$ cat src/rtl/ex_mem_reg.sv
// EX/MEM pipeline register: captures execute-stage results and memory-stage controls.
// Optional performance counters are enabled by defining EX_MEM_PERF_CNT_EN.
module ex_mem_reg #(
    parameter int unsigned XLEN = 64,
    parameter int unsigned PCW  = 32
) (
    input  logic            clk,
    input  logic            rst,
    input  logic            valid_in,
    input  logic            stall,
    input  logic            flush,
    input  logic [XLEN-1:0] alu_result,
    input  logic [XLEN-1:0] rs2_data,
    input  logic [PCW-1:0]  branch_target,
    input  logic            zero,
    input  logic [4:0]      rd,
    input  logic [2:0]      funct3,
    input  logic            MemtoReg,
    input  logic            regwrite,
    input  logic            branch,
    input  logic            MemRead,
    input  logic            MemWrite,
    output logic            valid_out,
    output logic [XLEN-1:0] alu_result_out,
    output logic [XLEN-1:0] rs2_data_out,
    output logic [PCW-1:0]  branch_target_out,
    output logic            zero_out,
    output logic [4:0]      rd_out,
    output logic [2:0]      funct3_out,
    output logic            MemtoReg_out,
    output logic            regwrite_out,
    output logic            branch_out,
    output logic            MemRead_out,
    output logic            MemWrite_out,
    output logic            pcsrc
`ifdef EX_MEM_PERF_CNT_EN
    ,
    output logic [31:0]     stall_cnt,
    output logic [31:0]     flush_cnt
`endif
);

    logic load;
    assign load = !flush && !stall;

    // Data fields: cleared by reset, held on flush and stall, captured on load.
    always_ff @(posedge clk) begin
        if (rst) begin
            alu_result_out    <= '0;
            rs2_data_out      <= '0;
            branch_target_out <= '0;
            zero_out          <= 1'b0;
            rd_out            <= '0;
            funct3_out        <= '0;
        end else if (load) begin
            alu_result_out    <= alu_result;
            rs2_data_out      <= rs2_data;
            branch_target_out <= branch_target;
            zero_out          <= zero;
            rd_out            <= rd;
            funct3_out        <= funct3;
        end
    end

    // Valid and controls: bubbles (flush, or load with valid_in=0) zero every control.
    always_ff @(posedge clk) begin
        if (rst || flush) begin
            valid_out    <= 1'b0;
            MemtoReg_out <= 1'b0;
            regwrite_out <= 1'b0;
            branch_out   <= 1'b0;
            MemRead_out  <= 1'b0;
            MemWrite_out <= 1'b0;
        end else if (!stall) begin
            valid_out    <= valid_in;
            MemtoReg_out <= valid_in & MemtoReg;
            regwrite_out <= valid_in & regwrite;
            branch_out   <= valid_in & branch;
            MemRead_out  <= valid_in & MemRead;
            MemWrite_out <= valid_in & MemWrite;
        end
    end

    assign pcsrc = branch_out & zero_out & valid_out;

`ifdef EX_MEM_PERF_CNT_EN
    // Saturating event counters; they keep counting through stalls.
    always_ff @(posedge clk) begin
        if (rst) begin
            stall_cnt <= '0;
            flush_cnt <= '0;
        end else begin
            if (stall && !flush && (stall_cnt != '1))
                stall_cnt <= stall_cnt + 32'd1;
            if (flush && (flush_cnt != '1))
                flush_cnt <= flush_cnt + 32'd1;
        end
    end
`endif

endmodule

$ cat config.mk
export PLATFORM = sky130hd
export DESIGN_NAME = ex_mem_reg
export DESIGN_NICKNAME = d
export VERILOG_FILES = /design/src/rtl/ex_mem_reg.sv
export SDC_FILE = /design/constraint.sdc
export NUM_CORES = 1
export LEC_CHECK = 0
export ABC_AREA = 0
export BUFFER_PORTS_ARGS = -buffer_cell sky130_fd_sc_hd__clkbuf_2
export CORE_MARGIN = 10
export CORE_UTILIZATION = 40
export CTS_BUF_LIST = sky130_fd_sc_hd__clkbuf_4 sky130_fd_sc_hd__clkbuf_8
export DETAILED_ROUTE_END_ITERATION = 6
export GPL_TIMING_DRIVEN = 0
export MAX_ROUTING_LAYER = met4
export PLACE_DENSITY = 0.76
export SYNTH_ARGS = -nofsm -noshare
export SYNTH_HDL_FRONTEND = slang
export SYNTH_SLANG_ARGS = --single-unit
$ cat constraint.sdc
create_clock -name clk -period 1.28 [get_ports clk]
set_input_delay 0.128 -clock clk [delete_from_list [all_inputs] [get_ports clk]]
set_output_delay 0.128 -clock clk [all_outputs]
set_load 0.01 [all_outputs]
# == After elaboration in Yosys (flattened, before gate mapping) ==
# Cells that the tools add are included.
# W data, S select, Z words.
# classes
n_mul,0
mux,0
n_eq_ne,0
reduce_logical,4
bitwise_logic,7
shift,0
n_addsub,0
div,0
n_lt_le_gt_ge,0
# op_table
op,count
$and A1 B1 Y1,7
$logic_not A1 Y1,2
$logic_and A1 B1 Y1,1
$logic_or A1 B1 Y1,1
# word_totals
ramBits,0
output_inout_bits,176
in_bits,179
word_cells,23
mem_bits_ro,0
regBits,175
latchBits,0
memories,0

# == Depth between registers and ports, before layout ==
# Gate-level depths: netlist of run 1.
# logic_depth
depth_word,2
mapped_depth,5
mapped_depth_nobuf,2

# == Worst setup path before layout of run 1 ==
# No wires, ideal clock.
# synth_timing
kind,input-to-reg
start,in stall
end,reg branch_target_out[10]
slack_ps,254
setup_ps,70
cell_stages,5
n_path_buf,3
arrival_time_ps,956
required_time_ps,1210
cell_sequence,buf_6 buf_12 buf_6 or3b_1 a21oi_1
# synth_between
elab_chain_cells,2
# synth_lines
item,line_no,rtl
"start, declared",10,"input logic stall,"
$logic_not A1 Y1,--,
$logic_and A1 B1 Y1,44,assign load = !flush && !stall;
"end signal, assigned",58,branch_target_out <= branch_target;
"end, declared",26,"output logic [PCW-1:0] branch_target_out,"
# No other way between the ends.
# A chain may end at the register's enable or synchronous reset.

# == Final worst setup path of run 1 ==
# layout_timing
start,in valid_in
end,reg regwrite_out
# layout_between
elab_chain_cells,1
# layout_lines
item,line_no,rtl
"start, declared",9,"input logic valid_in,"
$and A1 B1 Y1,77,regwrite_out <= valid_in & regwrite;
"end signal, assigned",77,
"end, declared",31,"output logic regwrite_out,"
# No other way between the ends.

==> flow_summary.toml, run 1 <==
[status]
status = "finished, violations left"
violations = "setup timing"

[detailed_routing]
drtIter0Drc = 474
viasPerCell = 5.38
finalWirelength_um = 31700
drcViolationCount = 0
ant_nets = 0
vias = 8559
dr.pass1.iters = 6
routedWlPerCell_um = 20.0

[floorplanning]
std_cell_rows = 49
coreArea_sq_um = 18000
initial_utilization = 0.406
die-height_um = 155
pin_count = 355
die_w_um = 155
die-area_sq_um = 24000

[clock_network]
clkTransAtPathRegs_ps = 100
cts_sinks = 175
htreeDepth = 4
root_buffer = "clkbuf_8"
cts_setup_buffers = 0
numCtsBuffers = 17
cts_buffer_depth = 2
clk_latency_ps = 460
cts_tree = "yes"

[finish]
num-nets-final = 1524
final_core_util = 0.645
mostFrequentLayoutCells = "clkbuf_2, dlygate4sd3_1, a21oi_1"
layout-drive-gt1-share = 0.306
syn_to_final_growth_pct = 58.9
layout_commonest_cell = "clkbuf_2"

[timing]
slew_headroom = 0.513
hold_viol = 0
finalCriticalPeriod_ps = 1290
whs_ps = 42.4
setup_viol = 2
setup_ws_ps = -7.27
clock.fmax_ghz = 0.777
clock_skew_ps = 0
fin_crit_sh = 1.01
maxSlewViolCount = 0
tightest_slew_ps = 731

[synthesis]
synth_area_sq_um = 7290
synth_top_family_by_area = "compound AO/OA/AOI/OAI gates"
synth_compound_area_frac = 0.236
ys_types = 18
async_flop_share = 0
synth.avg_cell_area_sq_um = 9.14
ys.flop_type = "dfxtp_1"
synthCells = 797
synthSimpleGateAreaFrac = 0.213
synth_edf_count = 0
yosys_warnings = 0
syn_nets = 976
seq_area_frac_synth = 0.481
synthXorXnorAreaFrac = 0
synth-adder-area-share = 0
synth_mux_area_frac = 0.00137
ys_seq_elements = 175

[setup_path]
cp-end-kind = "flip-flop"
slowest_delay_ps = 580
cp_cell_sequence = "dlygate4sd3_1 -> clkbuf_2 -> nand3b_1 -> dlygate4sd3_1 -> a21oi_1"
critPathMostFrequentCell = "dlygate4sd3_1"
cp-start-kind = "primary input"
reg2reg_depth = 2
r2r_slack_ps = 500
critPathCapture = "regwrite_out"
crit_start = "valid_in"
cp.required_ps = 1670
arrival_ps = 1680
slowest_stage = "dlygate4sd3_1"
r2r_start = "branch_target_out[14]"
crit_type = "in2reg"
rr_endpoint = "branch_target_out[14]"
cp_max_fo = 6

[global_routing]
grt-ovfl-total = 0
antenna_found_initial = 3
grt_pass1_vias = 8869
grt.total_usage = 0.258
grt_max_degree = 17
grt_pass1_wl_um = 48800

[placement]
gp_congestion = 0.896
port-buffer-count = 351
hpwl_um = 20700

[hold_path]
min_path_type = "in2reg"

[power_and_ir_drop]
ir_drop_mv = 0.674
p_leak_nw = 4.94
p_per_area_nw_per_um2 = 1060
power_mw = 12.3

[run]
max-cap-violations = 0
## layout make-up
type                            instances  area [sq um]
Sequential cell                       175          3510
Timing Repair Buffer                  530          3550
Clock buffer                           17           234
Buffer                                 95           502
Fill cell                            1387          6380
Tap cell                              229           287
Clock inverter                         15           206
Antenna cell                            3          7.51
Multi-Input combinational cell        526          3280
## worst min-delay path by stage
stage / from / to / slack (ps) / depth (start not counted)
final: alu_result[29] / alu_result_out[29] / 40 / 3
after detailed placement: MemWrite / MemWrite_out / 390 / 3
after CTS: alu_result[27] / alu_result_out[27] / 0.02 / 3
after global routing: alu_result[29] / alu_result_out[29] / 20 / 3
after global placement: MemWrite / MemWrite_out / 390 / 3
after floorplan: valid_in / valid_out / 270 / 2
## sequential cells by signal (all words and copies together), names as in the netlist, 3 cells and up
signal and flops:
alu_result_out 64, rs2_data_out 64, branch_target_out 32, rd_out 5, funct3_out 3
## what timing repair did
action                                  CTS  global route
hold buffers                            177             2
endpoints found under the hold margin   172             2
gates resized for setup                   0             6
endpoints found under the setup margin    0             2
## cell families (layout without fill, tap and decap cells)
| kind of cell | count (synthesis) | count (layout) |
|---|---|---|
| compound gates | 343 | 343 |
| buf+inv | 96 | 657 |
| flops | 175 | 175 |
| mux | 1 | 1 |
| other cells | 0 | 3 |
| simple gates | 182 | 182 |
## per-layer routing
layer	vias up	routed length, um	global-route usage
met2	494	15400	0.423
met4	0	1770	0.136
met5	-	0	-
met3	125	2470	0.0637
li1	3976	-	-
met1	3964	12100	0.285
## cell usage after synthesis, types with 2 or more instances
cell type	count	area, sq um
dfxtp_1	175	3500
buf_2	6	30.0
or3b_1	169	1480
buf_6	15	169
nand2_1	5	18.8
buf_1	2	7.51
o21ai_1	11	55.1
clkbuf_1	67	251
clkbuf_2	4	20.0
a21oi_1	174	871
o21ai_0	158	791
nand3b_1	5	37.5
## power by group
part / total (mW) / internal, mW / switching, mW
Clock: 4.34 / 2.15 / 2.19
Sequential: 5.82 / 5.69 / 0.132
Combinational: 2.14 / 1.07 / 1.07
Total: 12.3 / 8.91 / 3.39
## worst max-delay path, delay by kind of cell
| kind | cells | cell delay (ps) |
|---|---|---|
| buf+inv | 3 | 1280 |
| compound gates | 1 | 170 |
| simple gates | 1 | 100 |
## metrics by stage
step                std cells  area, sq um  setup TNS, ps  worst slack, ps
global route             1590        11600          -12.9            -12.9
CTS                      1586        11500              0             10.6
detailed placement       1377         9330         -30990             -361
floorplan                 797         7290              0              254
global placement         1377         9330         -28890             -329
finish                   1590        11600          -8.86            -7.27
Note: power is estimated with default switching activity, not from simulation.
==> run 2, diff against run 1 <==
- CORE_UTILIZATION: 40 -> 48
- PLACE_DENSITY: 0.76 -> 0.88
==> flow_summary.toml, run 2 (synthesis results as in run 1) <==
[setup_path]
cp_cell_sequence = "dlygate4sd3_1 -> buf_4 -> nand3b_1 -> dlygate4sd3_1 -> a21oi_1"
critPathMostFrequentCell = "dlygate4sd3_1"
arrival_ps = 1770
slowest_stage = "dlygate4sd3_1"
cp-start-kind = "primary input"
crit_type = "in2reg"
cp-end-kind = "flip-flop"
cp.required_ps = 1650
slowest_delay_ps = 620
r2r_slack_ps = 310
cp_max_fo = 6

[global_routing]
grt_pass1_vias = 9668
antenna_found_initial = 6
grt.total_usage = 0.347
grt_max_degree = 17
grt_pass1_wl_um = 54200
grt-ovfl-total = 0

[clock_network]
htreeDepth = 4
cts_sinks = 175
cts_buffer_depth = 2
clk_latency_ps = 460
cts_tree = "yes"
numCtsBuffers = 17
root_buffer = "clkbuf_8"
clkTransAtPathRegs_ps = 90

[finish]
mostFrequentLayoutCells = "clkbuf_2, a21oi_1, dfxtp_1"
fillers = 867
layout_commonest_cell = "clkbuf_2"
multi_input_comb_area_sq_um = 3290
top_regs = "alu_result_out (64), rs2_data_out (64), branch_target_out (32)"
seqCellArea_sq_um = 3510
layout-drive-gt1-share = 0.310
syn_to_final_growth_pct = 57.1
num-nets-final = 1518
fin_cells = 1542

[timing]
clock_skew_ps = 0
setup_ws_ps = -118
finalCriticalPeriod_ps = 1400
slew_headroom = 0.562
hold_viol = 0
setup_viol = 1
tightest_slew_ps = 657
whs_ps = 37.1
fin_crit_sh = 1.09
maxSlewViolCount = 0
clock.fmax_ghz = 0.715
setup_tns_ps = -118

[detailed_routing]
drtIter0Drc = 941
drcViolationCount = 3
ant_nets = 0
vias = 9345
viasPerCell = 6.06
finalWirelength_um = 36200
routedWlPerCell_um = 23.5
dr.pass1.iters = 7

[hold_path]
min_path_type = "in2reg"

[placement]
gp_congestion = 0.876
dp_cells = 1332
port-buffer-count = 351
hpwl_um = 20600
place_ws_ps = -253

[floorplanning]
coreArea_sq_um = 14700
pin_count = 355
std_cell_rows = 44
die_w_um = 143
initial_utilization = 0.496
die-height_um = 143
die-area_sq_um = 20500

[power_and_ir_drop]
ir_drop_mv = 0.826
p_per_area_nw_per_um2 = 1060
p_leak_nw = 4.92
power_mw = 12.1

[status]
status = "finished, violations left"
violations = "DRC, setup timing"

[run]
max-cap-violations = 0
==> run 2: report_power, final <==
group          switching [mW]  internal [mW]
Sequential              0.149           5.69
Combinational            1.16           1.05
Clock                    2.07           2.02
==> run 2: routing by layer <==
metal  share of wire  GRT usage  vias to the layer above
li1                -          -                     3979
met1            0.33      0.349                     4239
met2            0.48      0.569                      847
met3            0.11     0.0985                      280
met4           0.082      0.254                        0
met5               0          -                        -
==> run 2: worst paths after layout <==
kind,start,to,cells after the start
worst min register to register,rs2_data_out[36],rs2_data_out[36],2
worst max-delay path,valid_in,MemWrite_out,5
worst min-delay path,alu_result[31],alu_result_out[31],3
worst max register to register,branch_target_out[21],branch_target_out[21],2
==> run 2: metrics by stage <==
stage               area (sq um)   util
floorplan                   7290      -
global placement            9280  0.631
detailed placement          9280  0.631
CTS                        11400  0.776
global route               11400  0.779
finish                     11400  0.779
==> run 2: cell type report <==
type	count	share of cell area
Tap cell	184	0.0201
Multi-Input combinational cell	526	0.287
Antenna cell	6	0.00131
Clock buffer	24	0.0272
Clock inverter	8	0.00907
Timing Repair Buffer	524	0.305
Buffer	95	0.0438
Sequential cell	175	0.306
==> run 2: worst max-delay path, delay by kind of cell <==
family | cells | cell delay [ps]
AND/OR/NAND/NOR | 1 | 120
buffers and inverters | 3 | 1320
AO/OA/AOI/OAI | 1 | 200
==> run 2: timing repair <==
item / 4_1_cts / 5_1_grt
endpoints found under the setup margin: 0 / 6
buffers inserted: 0 / 3
endpoints found under the hold margin: 166 / 0
gates resized for setup: 0 / 10
hold buffers: 171 / 0
